==> src/rtl/pipelined_adder_pkg.sv <==
// ----------------------------------------------------------------------------
// pipelined_adder_pkg : segment-count and latency helpers for pipelined_adder
// rev 1.0
// ----------------------------------------------------------------------------
`timescale 1ns/1ps
`default_nettype none

package pipelined_adder_pkg;

   localparam int DEF_WIDTH     = 39;
   localparam int DEF_SEG_WIDTH = 13;

   function automatic int nseg(input int width, input int seg_width);
      return (width + seg_width - 1) / seg_width;
   endfunction

   function automatic int latency(input int n);
      return n + 1;
   endfunction

   // The most significant segment absorbs the remainder and may be narrower.
   function automatic int top_seg_width(input int width, input int seg_width);
      return width - (nseg(width, seg_width) - 1) * seg_width;
   endfunction

endpackage

`default_nettype wire

==> src/rtl/adder_segment.sv <==
// ----------------------------------------------------------------------------
// adder_segment : combinational W-bit adder slice with carry in/out
// rev 1.0
// ----------------------------------------------------------------------------
`timescale 1ns/1ps
`default_nettype none

module adder_segment #(
   parameter int W = 13
) (
   input  logic [W-1:0] a,
   input  logic [W-1:0] b,
   input  logic         cin,
   output logic [W-1:0] s,
   output logic         cout
);

   always_comb begin
      {cout, s} = {1'b0, a} + {1'b0, b} + {{W{1'b0}}, cin};
   end

endmodule

`default_nettype wire

==> src/rtl/pipelined_adder.sv <==
// ----------------------------------------------------------------------------
// pipelined_adder : carry-segmented pipelined add/sub with valid/ready stream
// rev 1.0
// ----------------------------------------------------------------------------
`timescale 1ns/1ps
`default_nettype none

module pipelined_adder
   import pipelined_adder_pkg::*;
#(
   parameter int WIDTH     = DEF_WIDTH,
   parameter int SEG_WIDTH = DEF_SEG_WIDTH
) (
   input  logic             clk,
   input  logic             rst_n,
   input  logic             in_valid,
   output logic             in_ready,
   input  logic [WIDTH-1:0] a,
   input  logic [WIDTH-1:0] b,
   input  logic             sub,
   input  logic             cin,
   output logic             out_valid,
   input  logic             out_ready,
   output logic [WIDTH:0]   sum
);

   localparam int NSEG  = nseg(WIDTH, SEG_WIDTH);
   localparam int TOP_W = top_seg_width(WIDTH, SEG_WIDTH);

   // word_q[k]: segments below k hold finished result bits, the rest still
   // hold operand A. word_q[NSEG] is therefore the complete result.
   logic [WIDTH-1:0] word_q   [NSEG+1];
   logic [WIDTH-1:0] word_d   [NSEG+1];
   logic [WIDTH-1:0] b_q      [NSEG];
   logic [WIDTH-1:0] b_d      [NSEG];
   logic [NSEG:0]    valid_q, valid_d;
   logic [NSEG:0]    sub_q,   sub_d;
   logic [NSEG:0]    carry_q, carry_d;   // [0] is the raw cin of the beat
   logic [WIDTH-1:0] seg_word [NSEG];
   logic [NSEG-1:0]  seg_cout;
   logic             en;

   assign en        = !valid_q[NSEG] || out_ready;
   assign in_ready  = en;
   assign out_valid = valid_q[NSEG];
   assign sum       = {carry_q[NSEG] ^ sub_q[NSEG], word_q[NSEG]};

   for (genvar s = 0; s < NSEG; s++) begin : g_seg
      localparam int LO = s * SEG_WIDTH;
      localparam int SW = (s == NSEG - 1) ? TOP_W : SEG_WIDTH;

      logic [SW-1:0]    b_eff;
      logic [SW-1:0]    seg_s;
      logic             c_in;
      logic             c_out;
      logic [WIDTH-1:0] nxt;

      assign b_eff = b_q[s][LO +: SW] ^ {SW{sub_q[s]}};

      if (s == 0) begin : g_first
         // Subtract is a + ~b + 1 with the borrow-in folded into the carry.
         assign c_in = carry_q[0] ^ sub_q[0];
      end else begin : g_chain
         assign c_in = carry_q[s];
      end

      adder_segment #(.W(SW)) u_seg (
         .a    (word_q[s][LO +: SW]),
         .b    (b_eff),
         .cin  (c_in),
         .s    (seg_s),
         .cout (c_out)
      );

      always_comb begin
         nxt            = word_q[s];
         nxt[LO +: SW]  = seg_s;
      end

      assign seg_word[s] = nxt;
      assign seg_cout[s] = c_out;
   end

   // Data registers only load behind a valid beat so the output word keeps
   // the last real result while bubbles pass through.
   always_comb begin
      valid_d = valid_q;
      sub_d   = sub_q;
      carry_d = carry_q;
      word_d  = word_q;
      b_d     = b_q;
      if (en) begin
         valid_d = {valid_q[NSEG-1:0], in_valid};
         if (in_valid) begin
            word_d[0]  = a;
            b_d[0]     = b;
            sub_d[0]   = sub;
            carry_d[0] = cin;
         end
         for (int s = 0; s < NSEG; s++) begin
            if (valid_q[s]) begin
               word_d[s+1]  = seg_word[s];
               sub_d[s+1]   = sub_q[s];
               carry_d[s+1] = seg_cout[s];
            end
         end
         for (int s = 1; s < NSEG; s++) begin
            if (valid_q[s-1]) begin
               b_d[s] = b_q[s-1];
            end
         end
      end
   end

   always_ff @(posedge clk or negedge rst_n) begin
      if (!rst_n) begin
         valid_q <= '0;
         sub_q   <= '0;
         carry_q <= '0;
         for (int i = 0; i <= NSEG; i++) word_q[i] <= '0;
         for (int i = 0; i < NSEG; i++)  b_q[i]    <= '0;
      end else begin
         valid_q <= valid_d;
         sub_q   <= sub_d;
         carry_q <= carry_d;
         word_q  <= word_d;
         b_q     <= b_d;
      end
   end

endmodule

`default_nettype wire

==> config.mk <==
export PLATFORM = sky130hd
export DESIGN_NAME = pipelined_adder
export DESIGN_NICKNAME = d
export VERILOG_FILES = /design/src/rtl/pipelined_adder_pkg.sv /design/src/rtl/adder_segment.sv /design/src/rtl/pipelined_adder.sv
export SDC_FILE = /design/constraint.sdc
export NUM_CORES = 1
export LEC_CHECK = 0
export CAP_MARGIN = 10
export CORE_MARGIN = 4
export CORE_UTILIZATION = 51
export CTS_CLUSTER_DIAMETER = 150
export DETAILED_ROUTE_END_ITERATION = 10
export PLACE_DENSITY = 0.76
export SETUP_SLACK_MARGIN = 0.05
export SLEW_MARGIN = 20
export SYNTH_ARGS = -nofsm -noshare
export SYNTH_HDL_FRONTEND = slang
export SYNTH_HIERARCHICAL = 1
export SYNTH_SLANG_ARGS = --single-unit
==> constraint.sdc <==
create_clock -name clk -period 2.4 [get_ports clk]
set_input_delay 0.36 -clock clk [delete_from_list [all_inputs] [get_ports clk]]
set_output_delay 0.36 -clock clk [all_outputs]
set_load 0.05 [all_outputs]
# After elaboration in Yosys (flattened, before gate mapping)
# Cells that the tools add are included.
# totals
in_bits,84
regBits,285
out_inout_bits,42
# classes
bitwise,5
reduce_logical,6
add_sub_neg,6
# ops
op,n
adder 13 x 13 -> 14 bit,3
adder 14 x 1 -> 14 bit,3
XOR 13 bit,3
AND reduction 2 bit,4
XOR 1 bit,2
logical NOT 1 bit,1
logical OR 1 bit,1

# Depth between registers and ports, before layout
# logic_depth
ltp_word,3
depth_mapped,11
depth_no_buf,9

# Hierarchy
# The synthesis kept the hierarchy.
# by_module_without_submodules
mod,cells_per_inst,area_per_inst_um2,instances
pipelined_adder,611,9894.5,1
adder_segment (g_seg[0].u_seg ...),78,588.1,2
adder_segment (g_seg[2].u_seg),77,609.3,1

# Worst setup path before layout
# No wires, ideal clock.
# synth_timing
path_kind,register -> register
from,register sub_q[2]
to,"register word_q, in the netlist sum[38]"
path_slack_ns,-0.274
t_required_ns,2.275
stages_incl_launch_ff,11
t_arrival_ns,2.549
path_cell_list,dfrtp_1 -> clkbuf_1 -> xor2_1 -> fa_1 -> fa_1 -> a21oi_2 -> o2111ai_2 -> and3_1 -> a41oi_2 -> xnor2_1 -> mux2_2
# synth_between
elab_chain_len,3
# synth_lines
element,line,text
from (decl),pipelined_adder.sv:37,"logic [NSEG:0] sub_q, sub_d;"
from (signal assigned),pipelined_adder.sv:124,sub_q <= sub_d;
XOR 13 bit,pipelined_adder.sv:58,assign b_eff = b_q[s][LO +: SW] ^ {SW{sub_q[s]}};
named net g_seg[2].b_eff[0],pipelined_adder.sv:52,logic [SW-1:0] b_eff;
adder 13 x 13 -> 14 bit,adder_segment.sv:19,"{cout, s} = {1'b0, a} + {1'b0, b} + {{W{1'b0}}, cin};"
adder 14 x 1 -> 14 bit,adder_segment.sv:19,
named net g_seg[2].nxt[38],pipelined_adder.sv:56,logic [WIDTH-1:0] nxt;
to (signal assigned),pipelined_adder.sv:126,word_q <= word_d;
to (decl),pipelined_adder.sv:32,logic [WIDTH-1:0] word_q [NSEG+1];
# The timed path passes the listed nets, and every way through them passes these cells.
# A chain may end at the register's enable or synchronous reset.

# Worst setup path after layout
# Same ends and word-level chain as after synthesis.

==> report_table.html <==
<table>
<tr><th>Metric</th><th>Value</th></tr>
<tr><th colspan="2">GRT</th></tr>
<tr><td>Wire length of the first global-routing pass</td><td>35500 um</td></tr>
<tr><td>All-layer global routing usage</td><td>about 17%</td></tr>
<tr><td>Remaining global-route overflow</td><td>0</td></tr>
<tr><td>Vias in the first global route</td><td>7038</td></tr>
<tr><td>Initial antenna violation count</td><td>3</td></tr>
<tr><td>Pin count of the biggest net entering global routing</td><td>67</td></tr>
<tr><th colspan="2">Worst setup path</th></tr>
<tr><td>Slack of the worst reg-to-reg path</td><td>-0.12 ns</td></tr>
<tr><td>Arrival time at the worst endpoint</td><td>2.92 ns</td></tr>
<tr><td>Number of cells on the worst reg-to-reg path</td><td>9</td></tr>
<tr><td>Top fanout value on the critical path</td><td>3</td></tr>
<tr><td>Kind of start point of the critical path</td><td>flip-flop</td></tr>
<tr><td>Category of the most critical setup path</td><td>flip-flop to flip-flop</td></tr>
<tr><td>CP Capture Type</td><td>flip-flop</td></tr>
<tr><td>Beginning of the worst register-to-register path</td><td>sub_q[2]$_DFFE_PN0P_</td></tr>
<tr><td>Worst path required time</td><td>~2.8 ns</td></tr>
<tr><td>Crit Reg-Reg Endpoint</td><td>sum[38]$_DFFE_PN0P_</td></tr>
<tr><th colspan="2">Synth</th></tr>
<tr><td>Post-synth top area cell</td><td>sky130_fd_sc_hd__dfrtp_1</td></tr>
<tr><td>Number of warnings reported in the yosys synthesis log</td><td>6</td></tr>
<tr><td>Count of flip-flops with a built-in enable after synthesis</td><td>0</td></tr>
<tr><td>Syn Std Cell Area</td><td>11700 um^2</td></tr>
<tr><td>Number of nets in the synthesized netlist</td><td>970</td></tr>
<tr><td>Sequential fraction of the synthesis area</td><td>between 50% and 60%</td></tr>
<tr><td>#FFs+latches synth</td><td>between 200 and 250</td></tr>
<tr><td>Fraction of synthesis flops using an asynchronous set or reset pin</td><td>100%</td></tr>
<tr><td>Prevailing post-synth register cell</td><td>sky130_fd_sc_hd__dfrtp_1</td></tr>
<tr><td>Yosys top cell area share</td><td>a little over half</td></tr>
<tr><td>Synth unique cells</td><td>between 50 and 60</td></tr>
<tr><td>Average instance area after synthesis</td><td>approximately 14 um^2</td></tr>
<tr><td>Synth Instances</td><td>around 840</td></tr>
<tr><td>Cell types occupying the most area after synthesis</td><td>sky130_fd_sc_hd__dfrtp_1 53%, sky130_fd_sc_hd__mux2_2 21%, sky130_fd_sc_hd__xor2_1 4.0%</td></tr>
<tr><th colspan="2">Detailed routing</th></tr>
<tr><td>Routed via count divided by cell count</td><td>5.30</td></tr>
<tr><td>Via count</td><td>6731</td></tr>
<tr><td>Final routed wirelength across all metal layers</td><td>21700 um</td></tr>
<tr><td>Detail-routed net length per standard cell</td><td>approximately 17 um</td></tr>
<tr><td>Antenna-violating nets left</td><td>0</td></tr>
<tr><td>Number of DRC violations after detailed-routing iteration 0</td><td>approximately 260</td></tr>
<tr><td>First drt pass iteration count</td><td>4</td></tr>
<tr><td>Drc violations</td><td>0</td></tr>
<tr><th colspan="2">Final layout</th></tr>
<tr><td>Area of the multi-input gates</td><td>between 5000 and 6000 um^2</td></tr>
<tr><td>Top library cells by usage in the layout, fill and taps aside</td><td>245 x sky130_fd_sc_hd__dfrtp_1, 214 x sky130_fd_sc_hd__mux2_2, 123 x sky130_fd_sc_hd__clkdlybuf4s50_1</td></tr>
<tr><td>Final Util</td><td>a little under two thirds</td></tr>
<tr><td>Total of fill cells in the finished design</td><td>1664</td></tr>
<tr><td>Share of post-route cells with drive strength above 1</td><td>about two fifths</td></tr>
<tr><td>Diodes inserted</td><td>0</td></tr>
<tr><td>Most common cell after layout, fill and taps aside</td><td>sky130_fd_sc_hd__dfrtp_1</td></tr>
<tr><td>Area overhead of the layout relative to synthesis</td><td>23.5%</td></tr>
<tr><td>Nets</td><td>between 1000 and 1500</td></tr>
<tr><td>Storage cell area</td><td>6160 um^2</td></tr>
<tr><th colspan="2">Timing</th></tr>
<tr><td>Setup repair after global routing missed its margin</td><td>yes</td></tr>
<tr><td>Final Max Slew Viols</td><td>0</td></tr>
<tr><td>Worst Setup Slack, final</td><td>-0.118 ns</td></tr>
<tr><td>Relative slew margins</td><td>61.4%</td></tr>
<tr><td>Fin Setup TNS</td><td>-0.630 ns</td></tr>
<tr><td>Least-Margin Pin Slew</td><td>0.577 ns</td></tr>
<tr><td>Period utilisation layout</td><td>105%</td></tr>
<tr><td>Highest Clock Rate</td><td>a little under 400 MHz</td></tr>
<tr><td>Number of hold violations in the final report</td><td>0</td></tr>
<tr><td>Final number of setup-violating endpoints</td><td>10</td></tr>
<tr><td>Clock Skews</td><td>0.00932 ns</td></tr>
<tr><td>Post-route minimum period</td><td>approximately 2.5 ns</td></tr>
<tr><th colspan="2">Clocking</th></tr>
<tr><td>Count of clock tree sinks</td><td>roughly 250</td></tr>
<tr><td>Master cell of the clock root buffer</td><td>sky130_fd_sc_hd__clkbuf_16</td></tr>
<tr><td>Clock latency on the worst-skew pair</td><td>about 0.53 ns</td></tr>
<tr><td>Clock transition at path regs</td><td>0.06 ns</td></tr>
<tr><td>TritonCTS clock tree</td><td>built</td></tr>
<tr><td>Buffers from clock root to sink, at most</td><td>3</td></tr>
<tr><td>H-tree Lvls</td><td>1</td></tr>
<tr><td>Inserted Clock Buffers</td><td>26</td></tr>
<tr><th colspan="2">Floorplan</th></tr>
<tr><td>Boundary Pins</td><td>126</td></tr>
<tr><td>Starting Density</td><td>between 50% and 60%</td></tr>
<tr><td>Row cnt</td><td>55</td></tr>
<tr><td>Die outline area</td><td>around 25000 um^2</td></tr>
<tr><td>Die X</td><td>roughly 160 um</td></tr>
<tr><td>Core Footprint</td><td>about 23000 um^2</td></tr>
<tr><td>Vertical extent of the die</td><td>roughly 160 um</td></tr>
<tr><th colspan="2">Run status</th></tr>
<tr><td>Result of the run</td><td>finished with violations</td></tr>
<tr><td>Violated checks</td><td>negative setup slack</td></tr>
<tr><th colspan="2">Place</th></tr>
<tr><td>Count of buffers inserted at the top-level ports</td><td>about 130</td></tr>
<tr><td>Routability cong.</td><td>between 0.8 and 0.9</td></tr>
<tr><td>Post-detailed-placement half-perimeter wirelength</td><td>15000 um</td></tr>
<tr><th colspan="2">Hold path</th></tr>
<tr><td>Worst min-delay path class</td><td>primary input to asynchronous set/reset pin</td></tr>
<tr><th colspan="2">Run</th></tr>
<tr><td>Max Cap Violations</td><td>0</td></tr>
</table>
## area by class of cell
class / count / area share [%]
Timing Repair Buffer: 167 / 11.9
Inverter: 9 / 0.251
Clock buffer: 34 / 5.06
Sequential cell: 246 / 42.7
Clock inverter: 14 / 1.43
Multi-Input combinational cell: 515 / 36.2
Tap cell: 285 / 2.47
## how the worst max path moves through the flow
stage	startpoint	endpoint	slack, ns
after floorplan	sub_q[2]$_DFFE_PN0P_	sum[36]$_DFFE_PN0P_	-0.09
after global routing	sub_q[2]$_DFFE_PN0P_	sum[38]$_DFFE_PN0P_	-0.20
after detailed placement	sub_q[0]$_DFFE_PN0P_	g_seg[1].nxt[10]$_DFFE_PN0P_	-0.12
final	sub_q[2]$_DFFE_PN0P_	sum[38]$_DFFE_PN0P_	-0.12
after CTS	sub_q[0]$_DFFE_PN0P_	g_seg[1].nxt[10]$_DFFE_PN0P_	-0.11
after global placement	sub_q[0]$_DFFE_PN0P_	g_seg[1].nxt[10]$_DFFE_PN0P_	-0.05
## cell usage after synthesis (4+ instances only)
library cell	count
sky130_fd_sc_hd__nand2b_1	4
sky130_fd_sc_hd__nor2_1	14
sky130_fd_sc_hd__xor2_1	54
sky130_fd_sc_hd__nand4_1	5
sky130_fd_sc_hd__clkbuf_1	6
sky130_fd_sc_hd__buf_4	56
sky130_fd_sc_hd__a21oi_1	29
sky130_fd_sc_hd__o21a_1	4
sky130_fd_sc_hd__a31oi_1	4
sky130_fd_sc_hd__inv_1	8
sky130_fd_sc_hd__a21oi_2	4
sky130_fd_sc_hd__fa_1	6
sky130_fd_sc_hd__dfrtp_1	246
sky130_fd_sc_hd__nand3_1	5
sky130_fd_sc_hd__buf_2	8
sky130_fd_sc_hd__ha_1	36
sky130_fd_sc_hd__o21ai_0	10
sky130_fd_sc_hd__and3_1	4
sky130_fd_sc_hd__nand2_1	24
sky130_fd_sc_hd__mux2_2	217
sky130_fd_sc_hd__mux2_1	6
sky130_fd_sc_hd__mux2_4	19
sky130_fd_sc_hd__nor3_1	8
sky130_fd_sc_hd__o211ai_1	6
sky130_fd_sc_hd__xnor2_1	15
## metrics by stage
stage	hold WS [ns]	std cells	instance area [um^2]	setup slack, ns
2_1_floorplan	0.0644	844	11800	-0.0935
3_3_place_gp	0.359	1214	13200	-0.0500
3_5_place_dp	0.355	1214	13200	-0.115
4_1_cts	0.381	1267	14200	-0.111
5_1_grt	0.422	1270	14400	-0.199
6_report	0.378	1270	14400	-0.118
## cell families after synthesis
| group | share of synthesized area (%) |
|---|---|
| buffers and inverters | 4.78 |
| adder cells (fa/ha/maj) | 4.88 |
| multiplexers | 23.9 |
| AO/OA/AOI/OAI | 4.93 |
| flip-flops | 52.7 |
| XOR/XNOR | 5.17 |
| AND/OR/NAND/NOR | 3.59 |
## critical path, cell delays in order, from the launching register on
cell                        delay (ns)
sky130_fd_sc_hd__dfrtp_1          0.41
sky130_fd_sc_hd__xor2_1           0.19
sky130_fd_sc_hd__fa_2             0.38
sky130_fd_sc_hd__fa_2             0.39
sky130_fd_sc_hd__a21oi_4          0.19
sky130_fd_sc_hd__o2111ai_4        0.16
sky130_fd_sc_hd__and3_4           0.19
sky130_fd_sc_hd__a41oi_2          0.14
sky130_fd_sc_hd__xnor2_1          0.10
sky130_fd_sc_hd__mux2_2           0.27
## metal layers
layer	vias to the layer above	global-route usage, %	part of all wire (%)
met1	3391	22.4	44
met5	-	0	0.22
met3	30	4.27	5.2
met4	6	3.43	1.6
met2	118	28.1	49
li1	3186	-	-
## state kept, by name, indices dropped and copies added (netlist names)
signal	count
carry_q	4
g_seg.nxt	78
b_q	78
sum	39
valid_q	4
sub_q	4
word_q	39
## repair_timing
item | in CTS | in global routing
hold endpoints to repair | 62 | 0
gates resized for setup | 9 | 40
hold buffers | 1 | 0
buffers inserted | 4 | 3
pin swaps | 3 | 11
setup endpoints to repair | 20 | 23
Power is not shown: default switching activity piles up to over one toggle a cycle in this logic, so the estimate is an artifact.
